### config.mk
export PLATFORM = sky130hd
export DESIGN_NAME = alu_operand_entry
export DESIGN_NICKNAME = d
export VERILOG_FILES = /design/src/rtl/alu_entry_pkg.sv /design/src/rtl/button_debouncer.sv /design/src/rtl/alu_operand_entry.sv
export SDC_FILE = /design/constraint.sdc
export NUM_CORES = 1
export LEC_CHECK = 0
export CAP_MARGIN = 15
export CORE_MARGIN = 1
export CORE_UTILIZATION = 52
export DETAILED_ROUTE_END_ITERATION = 10
export HOLD_SLACK_MARGIN = 0.15
export PLACE_DENSITY = 0.83
export SLEW_MARGIN = 40
export SYNTH_ARGS = -nofsm -noshare
export SYNTH_HDL_FRONTEND = slang
export SYNTH_SLANG_ARGS = --single-unit
### constraint.sdc
create_clock -name clk -period 5.9 [get_ports clk]
set_input_delay 1.18 -clock clk [delete_from_list [all_inputs] [get_ports clk]]
set_output_delay 1.18 -clock clk [all_outputs]
set_load 0.02 [all_outputs]
### src/rtl/alu_entry_pkg.sv
// alu_entry_pkg
// Shared types and constants for the ALU operand-entry front-end.
//   entry_state_t  : entry stage encoding; the numeric value is what the
//                    board shows on the stage output
//   OPERAND_WIDTH  : width of each operand taken from the switches
package alu_entry_pkg;

    localparam int OPERAND_WIDTH = 4;

    typedef enum logic [1:0] {
        ENTER_OP1  = 2'd0,
        ENTER_OP2  = 2'd1,
        ENTER_MODE = 2'd2,
        SHOW       = 2'd3
    } entry_state_t;

endpackage

### src/rtl/button_debouncer.sv
// button_debouncer
// Brings one raw, asynchronous push-button into the clk domain and turns
// each accepted press into a single-cycle pulse.
//   clk   : system clock
//   rst   : asynchronous, active-high reset
//   raw   : raw button level, active-high
//   press : one-cycle pulse when the debounced level first reads 1
module button_debouncer #(
    parameter int DEBOUNCE_CYCLES = 500000,
    parameter int SYNC_STAGES     = 2
) (
    input  logic clk,
    input  logic rst,
    input  logic raw,
    output logic press
);

    localparam int CNT_W = $clog2(DEBOUNCE_CYCLES + 1);
    // The edge on which the counter would reach DEBOUNCE_CYCLES is the one
    // that accepts the new level, so compare against one less.
    localparam logic [CNT_W-1:0] CNT_LAST = CNT_W'(DEBOUNCE_CYCLES - 1);

    logic [SYNC_STAGES-1:0] sync_q;
    logic [CNT_W-1:0]       cnt_q, cnt_d;
    logic                   stable_q, stable_d;
    logic                   stable_dly_q;
    logic                   synced;

    assign synced = sync_q[SYNC_STAGES-1];

    // Synchroniser chain, debounce counter, stable level and its delayed copy
    always_ff @(posedge clk or posedge rst) begin
        if (rst) begin
            sync_q       <= '0;
            cnt_q        <= '0;
            stable_q     <= 1'b0;
            stable_dly_q <= 1'b0;
        end else begin
            sync_q       <= {sync_q[SYNC_STAGES-2:0], raw};
            cnt_q        <= cnt_d;
            stable_q     <= stable_d;
            stable_dly_q <= stable_q;
        end
    end

    // Count consecutive disagreeing cycles; any agreement restarts the count
    always_comb begin
        cnt_d    = '0;
        stable_d = stable_q;
        if (synced != stable_q) begin
            if (cnt_q == CNT_LAST) begin
                stable_d = synced;
            end else begin
                cnt_d = cnt_q + CNT_W'(1);
            end
        end
    end

    assign press = stable_q & ~stable_dly_q;

endmodule

### src/rtl/alu_operand_entry.sv
// alu_operand_entry
// Walks the user through entering operand 1, operand 2 and the ALU mode
// from board switches, using a debounced "next" button to capture each
// value and a debounced "clear" button to start over.
//   clk, rst           : system clock, asynchronous active-high reset
//   sw                 : operand value switches
//   sw_op, sw_sign     : operation select and sign/direction switches
//   btn_next           : raw advance/capture button
//   btn_clear          : raw clear button
//   op1, op2           : captured operands
//   operation, sign    : captured mode bits
//   result_valid       : high while the full set is shown (SHOW)
//   stage              : current entry stage (entry_state_t encoding)
module alu_operand_entry
    import alu_entry_pkg::*;
#(
    parameter int DEBOUNCE_CYCLES = 500000,
    parameter int SYNC_STAGES     = 2
) (
    input  logic                     clk,
    input  logic                     rst,
    input  logic [OPERAND_WIDTH-1:0] sw,
    input  logic                     sw_op,
    input  logic                     sw_sign,
    input  logic                     btn_next,
    input  logic                     btn_clear,
    output logic [OPERAND_WIDTH-1:0] op1,
    output logic [OPERAND_WIDTH-1:0] op2,
    output logic                     operation,
    output logic                     sign,
    output logic                     result_valid,
    output logic [1:0]               stage
);

    entry_state_t             state_q, state_d;
    logic [OPERAND_WIDTH-1:0] op1_q, op1_d;
    logic [OPERAND_WIDTH-1:0] op2_q, op2_d;
    logic                     operation_q, operation_d;
    logic                     sign_q, sign_d;
    logic                     next_press;
    logic                     clear_press;

    button_debouncer #(
        .DEBOUNCE_CYCLES(DEBOUNCE_CYCLES),
        .SYNC_STAGES    (SYNC_STAGES)
    ) u_next_btn (
        .clk  (clk),
        .rst  (rst),
        .raw  (btn_next),
        .press(next_press)
    );

    button_debouncer #(
        .DEBOUNCE_CYCLES(DEBOUNCE_CYCLES),
        .SYNC_STAGES    (SYNC_STAGES)
    ) u_clear_btn (
        .clk  (clk),
        .rst  (rst),
        .raw  (btn_clear),
        .press(clear_press)
    );

    // State and capture registers
    always_ff @(posedge clk or posedge rst) begin
        if (rst) begin
            state_q     <= ENTER_OP1;
            op1_q       <= '0;
            op2_q       <= '0;
            operation_q <= 1'b0;
            sign_q      <= 1'b0;
        end else begin
            state_q     <= state_d;
            op1_q       <= op1_d;
            op2_q       <= op2_d;
            operation_q <= operation_d;
            sign_q      <= sign_d;
        end
    end

    // Next state and captures; clear takes priority over next so a
    // simultaneous press never captures anything.
    always_comb begin
        state_d     = state_q;
        op1_d       = op1_q;
        op2_d       = op2_q;
        operation_d = operation_q;
        sign_d      = sign_q;
        if (clear_press) begin
            state_d     = ENTER_OP1;
            op1_d       = '0;
            op2_d       = '0;
            operation_d = 1'b0;
            sign_d      = 1'b0;
        end else if (next_press) begin
            case (state_q)
                ENTER_OP1: begin
                    op1_d   = sw;
                    state_d = ENTER_OP2;
                end
                ENTER_OP2: begin
                    op2_d   = sw;
                    state_d = ENTER_MODE;
                end
                ENTER_MODE: begin
                    operation_d = sw_op;
                    sign_d      = sw_sign;
                    state_d     = SHOW;
                end
                SHOW:    state_d = ENTER_OP1;
                default: state_d = ENTER_OP1;
            endcase
        end
    end

    // Outputs come straight from registers
    always_comb begin
        op1          = op1_q;
        op2          = op2_q;
        operation    = operation_q;
        sign         = sign_q;
        result_valid = (state_q == SHOW);
        stage        = state_q;
    end

endmodule

==> results of run 1 <==
flip-flops by register name (all words and copies together), names as in the netlist, 2 cells and up:
name	count
u_clear_btn.cnt_q	19
op1	4
stage	2
op2	4
u_next_btn.sync_q	2
u_clear_btn.sync_q	2
u_next_btn.cnt_q	19
logic make-up after synthesis:
group	share of synthesized area
and+or+nand+nor	0.240
DFF	0.542
AOI/OAI and AO/OA	0.0682
xor gates and xnor gates	0.0882
buffers and inverters	0.0252
adders and majority gates	0.0280
muxes	0.00840
layout make-up:
class	instances	area [um2]
Fill cell	371	1680
Timing Repair Buffer	23	228
Inverter	9	33.8
Sequential cell	58	1450
Clock buffer	11	151
Tap cell	67	83.8
Clock inverter	5	52.6
Multi-Input combinational cell	191	1170
layout by cell type, fill, tap and decap left out, types with 2 or more instances in the layout:
cell / count
nor2_1: 35
clkinv_2: 3
nand3_1: 20
and4_1: 4
o31ai_1: 2
dfrtp_1: 58
nor3_1: 2
mux2_2: 2
nand4_1: 14
o21ai_0: 6
inv_1: 8
or4_1: 3
xor2_1: 17
nor2b_2: 2
nand2_1: 22
nor4_1: 4
and3_1: 4
or3_1: 6
clkbuf_8: 11
a21oi_1: 20
xnor2_1: 10
clkdlybuf4s50_1: 22
ha_1: 6
and2_1: 2
through the flow:
| stage | std cells | setup WS (ps) |
|---|---|---|
| global placement | 348 | 3590 |
| global route | 364 | 3130 |
| CTS | 364 | 3190 |
| floorplan | 265 | 3290 |
| detailed placement | 348 | 3550 |
| finish | 364 | 3210 |
power by group through the flow:
| stage | registers, mW | logic, mW | clock network [mW] |
|---|---|---|---|
| 3_5_place_dp | 0.414 | 0.0259 | 0 |
| 5_1_grt | 0.407 | 0.0292 | 0.396 |
| 6_report | 0.407 | 0.0252 | 0.370 |
| 3_3_place_gp | 0.414 | 0.0255 | 0 |
| 4_1_cts | 0.406 | 0.0262 | 0.376 |
| 2_1_floorplan | 0.413 | 0.0157 | 0 |
layer usage:
| metal | vias up | global-route usage | share of wire |
|---|---|---|---|
| li1 | 984 | - | - |
| met5 | - | 0 | 0 |
| met2 | 55 | 0.318 | 0.46 |
| met3 | 12 | 0.0617 | 0.050 |
| met1 | 946 | 0.266 | 0.46 |
| met4 | 0 | 0.118 | 0.024 |
worst register-to-register path, delay by kind of cell, from the launching register on:
| family | cells | cell delay (ps) |
|---|---|---|
| DFF | 1 | 430 |
| and+or+nand+nor | 3 | 1210 |
| AOI/OAI and AO/OA | 1 | 400 |
final timing paths:
check,start,to,slack [ps],cells after the start
worst max-delay path,stage[0],result_valid,3210,2
worst min-delay path,u_clear_btn.sync_q[0],u_clear_btn.sync_q[1],350,0
worst max register to register,u_clear_btn.cnt_q[5],u_clear_btn.cnt_q[9],3720,4
worst min register to register,u_clear_btn.sync_q[0],u_clear_btn.sync_q[1],350,0
max in group asynchronous,rst,u_clear_btn.cnt_q[10],4090,3
min in group asynchronous,rst,u_next_btn.cnt_q[16],1360,3
==> impl_metrics.env, run 1 <==
export IMPL_pwr_share_clk=0.462
export IMPL_p_seq_frac=0.507
export IMPL_dpl_hpwl_mm=3.19
export IMPL_p_leak_nw=1.34
export IMPL_core_area_um2=4850
export IMPL_cts_sinks=58
export IMPL_post_drt_wl_per_cell_um=13.3
export IMPL_p_total_mw=0.802
export IMPL_path_class="reg2out"
export IMPL_clockBufferDepth=2
export IMPL_insertion_delay_ps=340
export IMPL_ys_types=33
export IMPL_drt_initial_drc_count=128
export IMPL_final_nets=308
export IMPL_period_share=0.455
export IMPL_outcome="finished, final reports clean"
export IMPL_die_h_um=73.8
export IMPL_timing_final_hold_violations=0
export IMPL_vias=1997
export IMPL_synth_warnings=0
export IMPL_ys_ff_latch=58
export IMPL_yosys_area_top_type="dfrtp_1"
export IMPL_critPathSlowestCell="clkdlybuf4s50_1"
export IMPL_rsz0062_at_grt="no"
export IMPL_viasPerCell=5.49
export IMPL_p_sw_mw=0.174
export IMPL_ios=23
export IMPL_crit_path_start_kind="register"
export IMPL_fin_tns_setup_ps=0
export IMPL_hp_class="reg2reg"
export IMPL_drive_above_1_share=0.0943
export IMPL_worst_slew_pin_slew_ps=716
export IMPL_grt_pass1_wl_mm=8.34
export IMPL_cts_tree="done"
export IMPL_syn2layout_area_growth_pct=18.3
export IMPL_clock_skew_ps=8.61
export IMPL_drtPass1Iterations=4
export IMPL_max_stage_delay_ps=600
export IMPL_cap_violations=0
export IMPL_place_area_um2=2960
export IMPL_drtAntennaViolNets=0
export IMPL_grt_max_degree=59
export IMPL_async_flop_share=1.00
export IMPL_power_density_nw_per_um2=253
export IMPL_worst_slew_margin_rel=0.522
export IMPL_final_max_slew_violation_count=0
export IMPL_whs_ps=348
export IMPL_diodes=0
export IMPL_antenna_found_initial=0
export IMPL_ys_top_cells_by_area="dfrtp_1, xor2_1, nor2_1"
export IMPL_initial_core_util=0.553
export IMPL_syn_nets=281
export IMPL_finish_utilization=0.654
export IMPL_fin_crit_ps=2690
export IMPL_post_cts_buffers=0
export IMPL_place_gp_congestion=0.744
export IMPL_num_rows=25
export IMPL_wirelength_mm=4.84
export IMPL_post_route_drc_count=0
export IMPL_p_int_mw=0.628
export IMPL_crit_buf_inv=1
export IMPL_clk_pin_slew_ps=60
export IMPL_irDropWorstVdd_mv=0.147
export IMPL_cp_top_family="buffers and inverters"
export IMPL_synth_flop_cell="dfrtp_1"
export IMPL_grt_pass1_vias=1961
export IMPL_crit_path_cell_trace="ha_1 > clkdlybuf4s50_1"
export IMPL_port_buffers=22
export IMPL_synthTopCellsByCount="dfrtp_1, nor2_1, nand2_1, a21oi_1, nand3_1"
export IMPL_gr_total_overflow=0
export IMPL_postCtsHoldBufs=0
export IMPL_cts_root_buf="clkbuf_8"
export IMPL_critical_path_arrival_ps=1510
export IMPL_cts_inserted_buffers=9
export IMPL_cts_resized=0
export IMPL_setup_violations=0
export IMPL_yosysMostFrequentCell="dfrtp_1"
export IMPL_path_max_fanout=5
export IMPL_fin_area_um2=3170
export IMPL_synth_edf_count=0
export IMPL_sw_frac_of_total=0.217
export IMPL_cp_required_ps=4720
export IMPL_postSynthCellCount=265
export IMPL_endpoint_kind="output pin"
export IMPL_p_comb_frac=0.031
export IMPL_syn_area_um2=2680
export IMPL_avgSynthCellArea_um2=10.1
export IMPL_fmax_mhz=372
export IMPL_fp_dieW_um=73.8
export IMPL_grt_usage=0.209
export IMPL_yosys_area_top_type_share=0.542
export IMPL_die_area_um2=5440
export IMPL_ys_seq_area_frac=0.542
export IMPL_cts_htree_levels=3
No activity file was read; power rests on OpenSTA's default activity.
==> inputs of run 2 (changes only) <==
==> constraint.sdc (replaced) <==
create_clock -name clk -period 2.6 [get_ports clk]
set_input_delay 0.52 -clock clk [delete_from_list [all_inputs] [get_ports clk]]
set_output_delay 0.52 -clock clk [all_outputs]
set_load 0.02 [all_outputs]
==> run 2 against run 1 <==
Non-clock buffer count rose by 3. Clock-buffer cell count rose by 1. Sequential power up 130%. Routed wire length is 2.4% higher. Critical path depth up 2. Via count fell by 0.35%. Total power increased by 120%. Final cell count grew 0.55%. Die area unchanged.
==> impl_metrics.env, run 2 (synthesis results as in run 1) <==
export IMPL_outcome="finished, final reports clean"
export IMPL_drive_above_1_share=0.0836
export IMPL_rsz0062_at_grt="no"
export IMPL_postCtsHoldBufs=0
export IMPL_num_rows=25
export IMPL_final_max_slew_violation_count=0
export IMPL_grt_usage=0.218
export IMPL_hold_start="u_next_btn.sync_q[0]"
export IMPL_critPathSlowestCell="or4_4"
export IMPL_fin_crit_ps=2170
export IMPL_p_leak_nw=1.35
export IMPL_worstSetupStartpoint="u_clear_btn.cnt_q[5]"
export IMPL_layout_commonest_cell="dfrtp_1"
export IMPL_place_gp_congestion=0.820
export IMPL_worst_slew_pin_slew_ps=824
export IMPL_path_max_fanout=18
export IMPL_critical_path_arrival_ps=2370
export IMPL_grt_pass1_vias=1943
export IMPL_crit_path_cell_trace="or4b_1 > or4_4 > o21ai_4 > nor2_1"
export IMPL_post_cts_buffers=0
export IMPL_max_stage_delay_ps=560
export IMPL_drtAntennaViolNets=0
export IMPL_insertion_delay_ps=340
export IMPL_fin_tns_setup_ps=0
export IMPL_ios=23
export IMPL_timing_final_hold_violations=0
export IMPL_cts_resized=0
export IMPL_drtPass1Iterations=4
export IMPL_syn2layout_area_growth_pct=18.6
export IMPL_mostFrequentLayoutCells="dfrtp_1, nor2_1, nand2_1, clkdlybuf4s50_1"
export IMPL_endpoint_kind="register"
export IMPL_p_total_mw=1.77
export IMPL_irDropWorstVdd_mv=0.296
export IMPL_grt_pass1_wl_mm=8.68
export IMPL_final_nets=311
export IMPL_period_share=0.835
export IMPL_post_drt_wl_per_cell_um=13.5
export IMPL_dpl_hpwl_mm=3.35
export IMPL_cp_required_ps=2800
export IMPL_wirelength_mm=4.96
export IMPL_worst_slew_margin_rel=0.449
export IMPL_clockBufferDepth=2
export IMPL_gr_total_overflow=0
export IMPL_post_route_drc_count=0
export IMPL_clock_skew_ps=6.31
export IMPL_crit_path_start_kind="register"
export IMPL_largestRegisters="u_clear_btn.cnt_q x19, u_next_btn.cnt_q x19"
export IMPL_grt_max_degree=59
export IMPL_clk_pin_slew_ps=60
export IMPL_path_class="reg2reg"
export IMPL_hp_class="reg2reg"
export IMPL_cts_htree_levels=3
export IMPL_fmax_mhz=461
export IMPL_cap_violations=0
export IMPL_r2r_start="u_clear_btn.cnt_q[5]"
export IMPL_diodes=0
export IMPL_pre_cts_ws_ps=429
export IMPL_fp_dieW_um=73.8
export IMPL_core_area_um2=4850
export IMPL_cts_tree="done"
export IMPL_setup_ws_ps=430
export IMPL_cts_inserted_buffers=9
export IMPL_viasPerCell=5.44
export IMPL_power_density_nw_per_um2=558
export IMPL_fillers=387
export IMPL_vias=1990
export IMPL_cp_top_family="simple AND/OR/NAND/NOR gates"
export IMPL_setup_violations=0
export IMPL_cts_sinks=58
export IMPL_crit_buf_inv=0
export IMPL_initial_core_util=0.553
export IMPL_cts_root_buf="clkbuf_8"
export IMPL_whs_ps=351
export IMPL_die_area_um2=5440
export IMPL_die_h_um=73.8
export IMPL_antenna_found_initial=0
export IMPL_drt_initial_drc_count=108
export IMPL_port_buffers=22
==> run 2: cell count changes in the layout (fill, tap and decap cells not counted), sizes merged <==
cell,change
clkinvlp,-1
clkbuf,+1
buf,+3
clkinv,-1
==> run 2: layout make-up <==
class                      count  area [um2]  share of cell area
tap                           67        83.8              0.0264
multi-input combinational    191        1160               0.365
clock buffer                  12         145              0.0457
sequential                    58        1450               0.457
clock inverter                 3        40.0              0.0126
inverter                       9        33.8              0.0106
timing repair buffer          26         263              0.0827
==> run 2: worst paths after layout <==
kind	end	slack, ps	cells after the start
setup / recovery	u_clear_btn.cnt_q[10]	430	4
hold / removal	u_next_btn.sync_q[1]	350	0
setup reg to reg	u_clear_btn.cnt_q[10]	430	4
hold reg to reg	u_next_btn.sync_q[1]	350	0
max in group asynchronous	u_clear_btn.cnt_q[1]	1800	3
min in group asynchronous	u_next_btn.cnt_q[17]	560	3
==> run 2: metrics by stage <==
stage / instance area, um2 / utilization / std cells
finish: 3180 / 0.655 / 366
global route: 3180 / 0.655 / 366
CTS: 3180 / 0.655 / 366
detailed placement: 2990 / 0.617 / 351
global placement: 2990 / 0.617 / 351
floorplan: 2680 / - / 265
==> run 2: metal layers <==
metal / routed length, um / track usage / vias up
li1: - / - / 992
met1: 2400 / 0.286 / 947
met2: 2270 / 0.323 / 39
met3: 156 / 0.0494 / 12
met4: 129 / 0.141 / 0
met5: 0 / 0 / -
==> run 2: report_power, final <==
group	internal (mW)	leakage [nW]	switching, mW
Sequential	0.914	0.744	0.00943
Clock	0.460	0.0962	0.326
Combinational	0.0259	0.509	0.0365
==> run 2: worst register-to-register path: stages, from the launching register on <==
cell and delay [ps]:
dfrtp_1 440, or4b_1 520, or4_4 560, o21ai_4 410, nor2_1 110
